**src/rtl/load_store_unit.sv**
```systemverilog
// Data-memory access stage: latches a load/store, runs a req/ack handshake with word-wide memory,
// places store lanes, extracts/extends load lanes, and stalls the core until the access retires.
module load_store_unit #(
  parameter int XLEN           = 32,
  parameter int TIMEOUT_CYCLES = 16
) (
  input  logic            i_clk,
  input  logic            i_reset,
  input  logic            i_mem_read,
  input  logic            i_mem_write,
  input  logic [2:0]      i_funct3,
  input  logic [XLEN-1:0] i_addr,
  input  logic [XLEN-1:0] i_store_data,
  output logic [XLEN-1:0] o_load_data,
  output logic            o_stall,
  output logic            o_done,
  output logic            o_misaligned,
  output logic            o_timeout,
  output logic            o_dmem_req,
  output logic            o_dmem_we,
  output logic [XLEN-1:0] o_dmem_addr,
  output logic [3:0]      o_dmem_be,
  output logic [XLEN-1:0] o_dmem_wdata,
  input  logic            i_dmem_ack,
  input  logic [XLEN-1:0] i_dmem_rdata
);

  localparam int CW = (TIMEOUT_CYCLES > 1) ? $clog2(TIMEOUT_CYCLES) : 1;

  typedef enum logic [1:0] {
    S_IDLE,
    S_REQ,
    S_DONE,
    S_ERR
  } state_t;

  state_t          r_state;
  logic [CW-1:0]   r_wait_cnt;
  logic            r_is_load;
  logic [2:0]      r_funct3;
  logic [1:0]      r_addr_lo;
  logic [XLEN-1:0] r_load_data;
  logic            r_done;
  logic            r_timeout;
  logic            r_dmem_req;
  logic            r_dmem_we;
  logic [XLEN-1:0] r_dmem_addr;
  logic [3:0]      r_dmem_be;
  logic [XLEN-1:0] r_dmem_wdata;

  logic            w_req_any;
  logic            w_f3_ok;
  logic            w_align_ok;
  logic            w_launch_ok;
  logic [3:0]      w_st_be;
  logic [XLEN-1:0] w_st_wdata;
  logic [7:0]      w_ld_byte;
  logic [15:0]     w_ld_half;
  logic [XLEN-1:0] w_ld_ext;

  assign w_req_any = i_mem_read | i_mem_write;

  // Unsigned loads exist only for reads; a store with funct3 100/101 is rejected.
  always_comb begin
    w_f3_ok = 1'b0;
    case (i_funct3)
      3'b000, 3'b001, 3'b010: w_f3_ok = 1'b1;
      3'b100, 3'b101:         w_f3_ok = i_mem_read;
      default:                w_f3_ok = 1'b0;
    endcase
  end

  always_comb begin
    w_align_ok = 1'b1;
    case (i_funct3[1:0])
      2'b01:   w_align_ok = ~i_addr[0];
      2'b10:   w_align_ok = (i_addr[1:0] == 2'b00);
      default: w_align_ok = 1'b1;
    endcase
  end

  assign w_launch_ok  = (r_state == S_IDLE) && w_req_any && w_f3_ok && w_align_ok;
  assign o_misaligned = (r_state == S_IDLE) && w_req_any && !(w_f3_ok && w_align_ok);
  assign o_stall      = w_launch_ok || (r_state == S_REQ);

  // Stores replicate the datum across the word so the enabled lanes always see it.
  always_comb begin
    w_st_be    = 4'b1111;
    w_st_wdata = i_store_data;
    case (i_funct3[1:0])
      2'b00: begin
        w_st_be    = 4'b0001 << i_addr[1:0];
        w_st_wdata = {4{i_store_data[7:0]}};
      end
      2'b01: begin
        w_st_be    = 4'b0011 << {i_addr[1], 1'b0};
        w_st_wdata = {2{i_store_data[15:0]}};
      end
      default: begin
        w_st_be    = 4'b1111;
        w_st_wdata = i_store_data;
      end
    endcase
  end

  always_comb begin
    w_ld_byte = i_dmem_rdata[7:0];
    case (r_addr_lo)
      2'd0:    w_ld_byte = i_dmem_rdata[7:0];
      2'd1:    w_ld_byte = i_dmem_rdata[15:8];
      2'd2:    w_ld_byte = i_dmem_rdata[23:16];
      default: w_ld_byte = i_dmem_rdata[31:24];
    endcase
    w_ld_half = r_addr_lo[1] ? i_dmem_rdata[31:16] : i_dmem_rdata[15:0];
  end

  always_comb begin
    w_ld_ext = i_dmem_rdata;
    case (r_funct3)
      3'b000:  w_ld_ext = {{(XLEN-8){w_ld_byte[7]}}, w_ld_byte};
      3'b100:  w_ld_ext = {{(XLEN-8){1'b0}}, w_ld_byte};
      3'b001:  w_ld_ext = {{(XLEN-16){w_ld_half[15]}}, w_ld_half};
      3'b101:  w_ld_ext = {{(XLEN-16){1'b0}}, w_ld_half};
      default: w_ld_ext = i_dmem_rdata;
    endcase
  end

  always_ff @(posedge i_clk) begin
    if (i_reset) begin
      r_state      <= S_IDLE;
      r_wait_cnt   <= '0;
      r_is_load    <= 1'b0;
      r_funct3     <= 3'b000;
      r_addr_lo    <= 2'b00;
      r_load_data  <= '0;
      r_done       <= 1'b0;
      r_timeout    <= 1'b0;
      r_dmem_req   <= 1'b0;
      r_dmem_we    <= 1'b0;
      r_dmem_addr  <= '0;
      r_dmem_be    <= 4'b0000;
      r_dmem_wdata <= '0;
    end else begin
      case (r_state)
        S_IDLE: begin
          r_done    <= 1'b0;
          r_timeout <= 1'b0;
          if (w_launch_ok) begin
            r_state      <= S_REQ;
            r_wait_cnt   <= '0;
            r_is_load    <= i_mem_read;
            r_funct3     <= i_funct3;
            r_addr_lo    <= i_addr[1:0];
            r_dmem_req   <= 1'b1;
            r_dmem_we    <= ~i_mem_read;
            r_dmem_addr  <= {i_addr[XLEN-1:2], 2'b00};
            r_dmem_be    <= i_mem_read ? 4'b0000 : w_st_be;
            r_dmem_wdata <= i_mem_read ? '0 : w_st_wdata;
          end
        end
        S_REQ: begin
          if (i_dmem_ack) begin
            r_state      <= S_DONE;
            r_done       <= 1'b1;
            r_dmem_req   <= 1'b0;
            r_dmem_we    <= 1'b0;
            r_dmem_addr  <= '0;
            r_dmem_be    <= 4'b0000;
            r_dmem_wdata <= '0;
            if (r_is_load) begin
              r_load_data <= w_ld_ext;
            end
          end else if (r_wait_cnt == CW'(TIMEOUT_CYCLES - 1)) begin
            // Abort: load_data keeps its previous value.
            r_state      <= S_ERR;
            r_timeout    <= 1'b1;
            r_dmem_req   <= 1'b0;
            r_dmem_we    <= 1'b0;
            r_dmem_addr  <= '0;
            r_dmem_be    <= 4'b0000;
            r_dmem_wdata <= '0;
          end else begin
            r_wait_cnt <= r_wait_cnt + 1'b1;
          end
        end
        S_DONE, S_ERR: begin
          r_state   <= S_IDLE;
          r_done    <= 1'b0;
          r_timeout <= 1'b0;
        end
        default: begin
          r_state <= S_IDLE;
        end
      endcase
    end
  end

  assign o_load_data  = r_load_data;
  assign o_done       = r_done;
  assign o_timeout    = r_timeout;
  assign o_dmem_req   = r_dmem_req;
  assign o_dmem_we    = r_dmem_we;
  assign o_dmem_addr  = r_dmem_addr;
  assign o_dmem_be    = r_dmem_be;
  assign o_dmem_wdata = r_dmem_wdata;

endmodule

```
**config.mk**
```make
export PLATFORM = sky130hd
export DESIGN_NAME = load_store_unit
export DESIGN_NICKNAME = d
export VERILOG_FILES = /design/src/rtl/load_store_unit.sv
export SDC_FILE = /design/constraint.sdc
export NUM_CORES = 1
export LEC_CHECK = 0
export CORE_MARGIN = 2
export CORE_UTILIZATION = 46
export CTS_CLUSTER_SIZE = 14
export DETAILED_ROUTE_END_ITERATION = 16
export PLACE_DENSITY_LB_ADDON = 0.2
export SETUP_SLACK_MARGIN = 0.05
export SKIP_CTS_REPAIR_TIMING = 1
export SLEW_MARGIN = 15
export SYNTH_ARGS = -nofsm -noshare
export SYNTH_HDL_FRONTEND = slang
export SYNTH_SLANG_ARGS = --single-unit
export TNS_END_PERCENT = 10
```
**constraint.sdc**
```tcl
create_clock -name i_clk -period 5.9 [get_ports i_clk]
set_input_delay 1.475 -clock i_clk [delete_from_list [all_inputs] [get_ports i_clk]]
set_output_delay 1.475 -clock i_clk [all_outputs]
set_load 0.005 [all_outputs]
```
== Word level (Yosys, flattened, before mapping) ==
Index checks and enable logic that the tools add are counted.

* Bits in registers: 116
* Input bits: 104
* Word-level logic and storage cells: 102

* Add/subtract/negate cells: 1
* Equality and inequality tests: 21
* Shift operators: 2
* Muxes and demuxes: 38
* Bitwise operators: 3
* Reductions and logical operators: 24

{| class="wikitable"
|+ Operators by type and width
! kind !! count
|-
| one-hot mux 32 bit (2 select lines) || 3
|-
| two-way mux 32 bit || 5
|-
| one-hot mux 32 bit (4 select lines) || 1
|-
| two-way mux 4 bit || 7
|-
| one-hot mux 4 bit (2 select lines) || 3
|-
| one-hot mux 8 bit (3 select lines) || 1
|-
| two-way mux 16 bit || 1
|-
| == test 3 bit, second input constant || 4
|-
| one-hot mux 1 bit (2 select lines) || 6
|-
| == test 2 bit, second input constant || 4
|-
| logical NOT 2 bit || 4
|-
| != test 2 bit, second input constant || 4
|-
| two-way mux 1 bit || 7
|-
| == test 2 x 1 -> 1 bit, second input constant || 3
|-
| == test 3 x 1 -> 1 bit, second input constant || 2
|-
| logical NOT 3 bit || 2
|-
| two-way mux 2 bit || 3
|-
| one-hot mux 2 bit (3 select lines) || 1
|-
| AND reduction 2 bit || 3
|-
| AND reduction 3 bit || 2
|-
| OR reduction 3 bit || 2
|-
| logical AND 1 bit || 5
|-
| adder 4 x 1 -> 4 bit, second input constant || 1
|-
| == test 4 bit, second input constant || 1
|-
| 12 further kinds || 14
|}

== Depth between registers and ports, before layout ==
* Depth after elaboration: 7
* Gate-level depth with buffers: 9

== Least setup slack after synthesis ==
No wires, ideal clock.

* Path type: in2out
* Start point: input i_funct3[0]
* End point: output o_stall
* Arrival time: 2.838 ns
* Setup slack: 1.587 ns
* Stages on the path: 7
* Path buffers: 1
* Cells stage by stage: inv_1 > ha_1 > or3b_1 > a311oi_4 > buf_4 > nand2_2 > nand2_1

* Word-level cells in the longest chain between the ends: 6
* Elaborated cells between the ends (all ways): 14

{| class="wikitable"
|+ Ends and longest elaborated chain
! what !! RTL line !! source
|-
| from (decl) || 11 || <nowiki>input logic [2:0] i_funct3,</nowiki>
|-
| == test 3 x 1 -> 1 bit (tied with other cells) || 66 || <nowiki>case (i_funct3)</nowiki>
|-
| OR reduction 3 bit / OR reduction 2 bit (equally long branches) || 66 ||
|-
| one-hot mux 1 bit (2 select lines) || 66 ||
|-
| logical AND 1 bit || 82 || <nowiki>assign w_launch_ok = (r_state == S_IDLE) && w_req_any && w_f3_ok && w_align_ok;</nowiki>
|-
| logical AND 1 bit (*) || 82 ||
|-
| logical OR 1 bit (*) || 84 || <nowiki>assign o_stall = w_launch_ok || (r_state == S_REQ);</nowiki>
|-
| to (decl) || 15 || <nowiki>output logic o_stall,</nowiki>
|}

Every way passes the cells marked *; elsewhere a longest branch is shown, timed or not.

== Worst setup path after layout ==
* Start point: input i_funct3[0]
* End point: output o_misaligned

* Word-level cells in the longest chain between the ends: 6
* Elaborated cells between the ends (all ways): 14

{| class="wikitable"
|+ Ends and longest elaborated chain
! what !! RTL line !! source
|-
| == test 3 x 1 -> 1 bit (tied with other cells) || 66 ||
|-
| OR reduction 3 bit / OR reduction 2 bit (equally long branches) || 66 ||
|-
| one-hot mux 1 bit (2 select lines) || 66 ||
|-
| logical AND 1 bit (*) || 83 || <nowiki>assign o_misaligned = (r_state == S_IDLE) && w_req_any && !(w_f3_ok && w_align_ok);</nowiki>
|-
| logical NOT 1 bit (*) || 83 ||
|-
| logical AND 1 bit (*) || 83 ||
|-
| to (decl) || 17 || <nowiki>output logic o_misaligned,</nowiki>
|}

Marked as above.

==> impl_metrics.env <==
export IMPL_synthesis_area_mm2=0.004926
export IMPL_via_per_inst=5.742
export IMPL_critical_path_max_fanout=14
export IMPL_critPathCaptureType="output pin"
export IMPL_start_util_pct=47.50
export IMPL_synth_edf_count=0
export IMPL_timing_fmax_mhz=184.5
export IMPL_switching_power_uw=531.4
export IMPL_yosys_area_top_type_share_pct=46.33
export IMPL_cts_clk_slew_worst_paths_ps=60
export IMPL_drv_slew=0
export IMPL_drv_cap=0
export IMPL_final_hold_viol_count=0
export IMPL_ys_seq_area_share_pct=46.33
export IMPL_cts_path_max_buffers=2
export IMPL_grt_pass1_vias=4849
export IMPL_synth_cells=549
export IMPL_cts_sinks=114
export IMPL_antenna_left=0
export IMPL_leakage_nw=2.720
export IMPL_antennaDiodeCount=0
export IMPL_period_share_pct=91.87
export IMPL_first_pass_iters=7
export IMPL_num_vias=5076
export IMPL_cts_tree="yes"
export IMPL_ios=210
export IMPL_die_w_um=107.5
export IMPL_synth_area_leaders="dfxtp_1 46%, nand2_1 4.8%, o2bb2ai_1 4.6%, o21ai_0 4.0%, nand4_1 3.8%"
export IMPL_seqPwrFrac_pct=38.1
export IMPL_avgSynthCellArea_um2=8.973
export IMPL_synth_cell_types=49
export IMPL_startpoint_type="input port"
export IMPL_synth_warnings=0
export IMPL_numCtsBuffers=17
export IMPL_tightest_slew_ps=997.4
export IMPL_grt_max_degree=51
export IMPL_grt_use_total_pct=26.26
export IMPL_grt_pass1_wl_um=23960
export IMPL_fin_skew_ps=6.975
export IMPL_setup_viol=0
export IMPL_ys_ff_latch=114
export IMPL_p_int_mw=1.614
export IMPL_row_count=37
export IMPL_ir_drop_mv=0.2318
export IMPL_comb_power_share_pct=13.5
export IMPL_outcome="finished, final reports clean"
export IMPL_min_path_type="register to register"
export IMPL_final_nets=843
export IMPL_drive_gt1_share_pct=8.155
export IMPL_cts_htree_levels=4
export IMPL_dieArea_mm2=0.01155
export IMPL_die_h_um=107.5
export IMPL_yosys_area_top_type="dfxtp_1"
export IMPL_core_area_mm2=0.01037
export IMPL_post_dp_hpwl_um=10640
export IMPL_powerDensity_mw_per_mm2=281.9
export IMPL_antenna_found_initial=0
export IMPL_clkLatencyLatePin_ps=510
export IMPL_swShare_pct=24.77
export IMPL_critPathKind="input port to output pin"
export IMPL_cp_arrival_ps=3950
export IMPL_async_flop_share_pct=0
export IMPL_grt_setup_unrepaired="no"
export IMPL_drt_total_wl_um=15590
export IMPL_ys_flop_type="dfxtp_1"
export IMPL_overflow=0
export IMPL_cp_required_ps=4430
export IMPL_remaining_drc_errors=0
export IMPL_wl_per_cell_um=17.63
export IMPL_p_clk_share_pct=48.4
export IMPL_cts_root_buf="clkbuf_8"
export IMPL_maxSlewHeadroom_pct=33.43
export IMPL_period_needed_ps=5420
export IMPL_numPortBuffers=207
export IMPL_fin_setup_tns_ps=0
export IMPL_syn_to_final_growth_pct=54.46
export IMPL_gp_congestion=0.7884
export IMPL_total_power_mw=2.145
export IMPL_drtIter0Drc=319
==> through the flow <==
stage	hold slack [ps]	std cells	instance area, um^2	setup slack [ps]	utilization (%)
floorplan	444.7	550	4930	1587	-
global placement	434.3	852	7004	568.6	67.54
detailed placement	443.1	852	7004	501.8	67.54
CTS	454.5	884	7604	497.3	73.32
global route	472.0	884	7609	337.4	73.37
finish	452.6	884	7609	479.8	73.37
==> worst max-delay path, cell delays in order <==
cell             delay [ps]
clkdlybuf4s50_1         510
inv_1                    80
ha_1                    370
o21ai_0                 450
a21o_1                  290
a31oi_1                  60
nor3_1                  140
clkdlybuf4s50_1         570
==> worst paths after layout <==
| kind | cells past startpoint | slack, ps | start | end |
|---|---|---|---|---|
| setup / recovery | 8 | 480 | i_funct3[0] | o_misaligned |
| hold / removal | 1 | 450 | o_dmem_we$_SDFFE_PP0P_ | o_dmem_we$_SDFFE_PP0P_ |
| setup reg to reg | 5 | 3420 | r_state[1]$_SDFFE_PP0P_ | o_dmem_wdata[15]$_SDFFE_PP0P_ |
| hold reg to reg | 1 | 450 | o_dmem_we$_SDFFE_PP0P_ | o_dmem_we$_SDFFE_PP0P_ |
==> cells in the final DEF (no fill, tap or decap), types with 3 or more instances in the layout <==
cell type | Yosys | routed
buf_4 | 4 | 7
dfxtp_1 | 114 | 114
o21a_1 | 3 | 3
ha_1 | 4 | 4
a2bb2oi_1 | 4 | 4
nand3_1 | 9 | 9
nor3b_1 | 3 | 3
mux2_2 | 9 | 9
nand4_1 | 30 | 30
clkdlybuf4s50_1 | 0 | 206
inv_1 | 7 | 7
a221oi_1 | 7 | 7
clkinv_2 | 0 | 4
a21oi_1 | 30 | 27
o21ai_0 | 39 | 39
bufinv_16 | 0 | 3
and2_1 | 4 | 4
a2111oi_0 | 3 | 3
a21o_1 | 3 | 3
nor3_1 | 6 | 6
a211oi_1 | 23 | 23
o21ai_1 | 8 | 8
o2bb2ai_1 | 26 | 26
nand2b_1 | 5 | 5
nand2_1 | 63 | 63
nand3b_1 | 3 | 3
mux2i_1 | 18 | 18
clkbuf_16 | 0 | 16
nor2_1 | 39 | 39
clkbuf_8 | 0 | 3
a22o_1 | 20 | 20
clkinvlp_4 | 0 | 4
==> cells by family after synthesis <==
family	count (synthesis)	synth area share, %
AO/OA/AOI/OAI	177	25.20
AND/OR/NAND/NOR	171	16.46
flip-flops	114	46.33
buffers and inverters	55	5.207
multiplexers	27	5.715
adder cells (fa/ha/maj)	4	1.016
other	1	0.07613
==> flip-flops by register name, indices dropped and copies added, names as in the netlist <==
| name | cells |
|---|---|
| r_funct3 | 3 |
| o_dmem_be | 4 |
| o_dmem_wdata | 32 |
| o_dmem_we | 1 |
| r_is_load | 1 |
| r_addr_lo | 2 |
| o_dmem_req | 1 |
| o_timeout | 1 |
| o_done | 1 |
| o_dmem_addr | 30 |
| r_state | 2 |
| r_wait_cnt | 4 |
| o_load_data | 32 |
==> final cells by class <==
type / instances / area (um^2)
multi-input cells: 381 / 2411
clock inverters: 13 / 157.7
clock buffers: 19 / 441.7
well taps: 136 / 170.2
flip-flops and latches: 114 / 2282
repair buffers: 214 / 2120
fillers: 782 / 2761
inverters: 7 / 26.28
==> Yosys cell counts, types with 6 or more instances <==
cell type	instances
clkbuf_1	25
nor3_1	6
nor2_1	39
a221oi_1	7
o21ai_1	8
dfxtp_1	114
inv_1	7
mux2i_1	18
nand2_1	63
o21ai_0	39
a21oi_1	30
a211oi_1	23
nand3_1	9
mux2_2	9
buf_2	13
nand4_1	30
a22o_1	20
o2bb2ai_1	26
==> power by group through the flow <==
stage / clock [mW] / combinational [mW] / sequential (mW)
after CTS: 1.05 / 0.286 / 0.817
final: 1.04 / 0.289 / 0.818
after global placement: 0 / 0.278 / 0.832
after global routing: 1.09 / 0.309 / 0.821
after detailed placement: 0 / 0.283 / 0.833
after floorplan: 0 / 0.135 / 0.828
==> metal layers <==
layer  vias to the layer above  wire, um  global-route usage (%)  share of wire, %
li1                       2407         -                       -                 -
met1                      2399      6338                   31.81                41
met2                       250      7592                   43.94                49
met3                        20      1372                   8.232               8.8
met5                         -         0                       0                 0
met4                         0       282                   9.158               1.8
(Power assumes the default switching activity.)
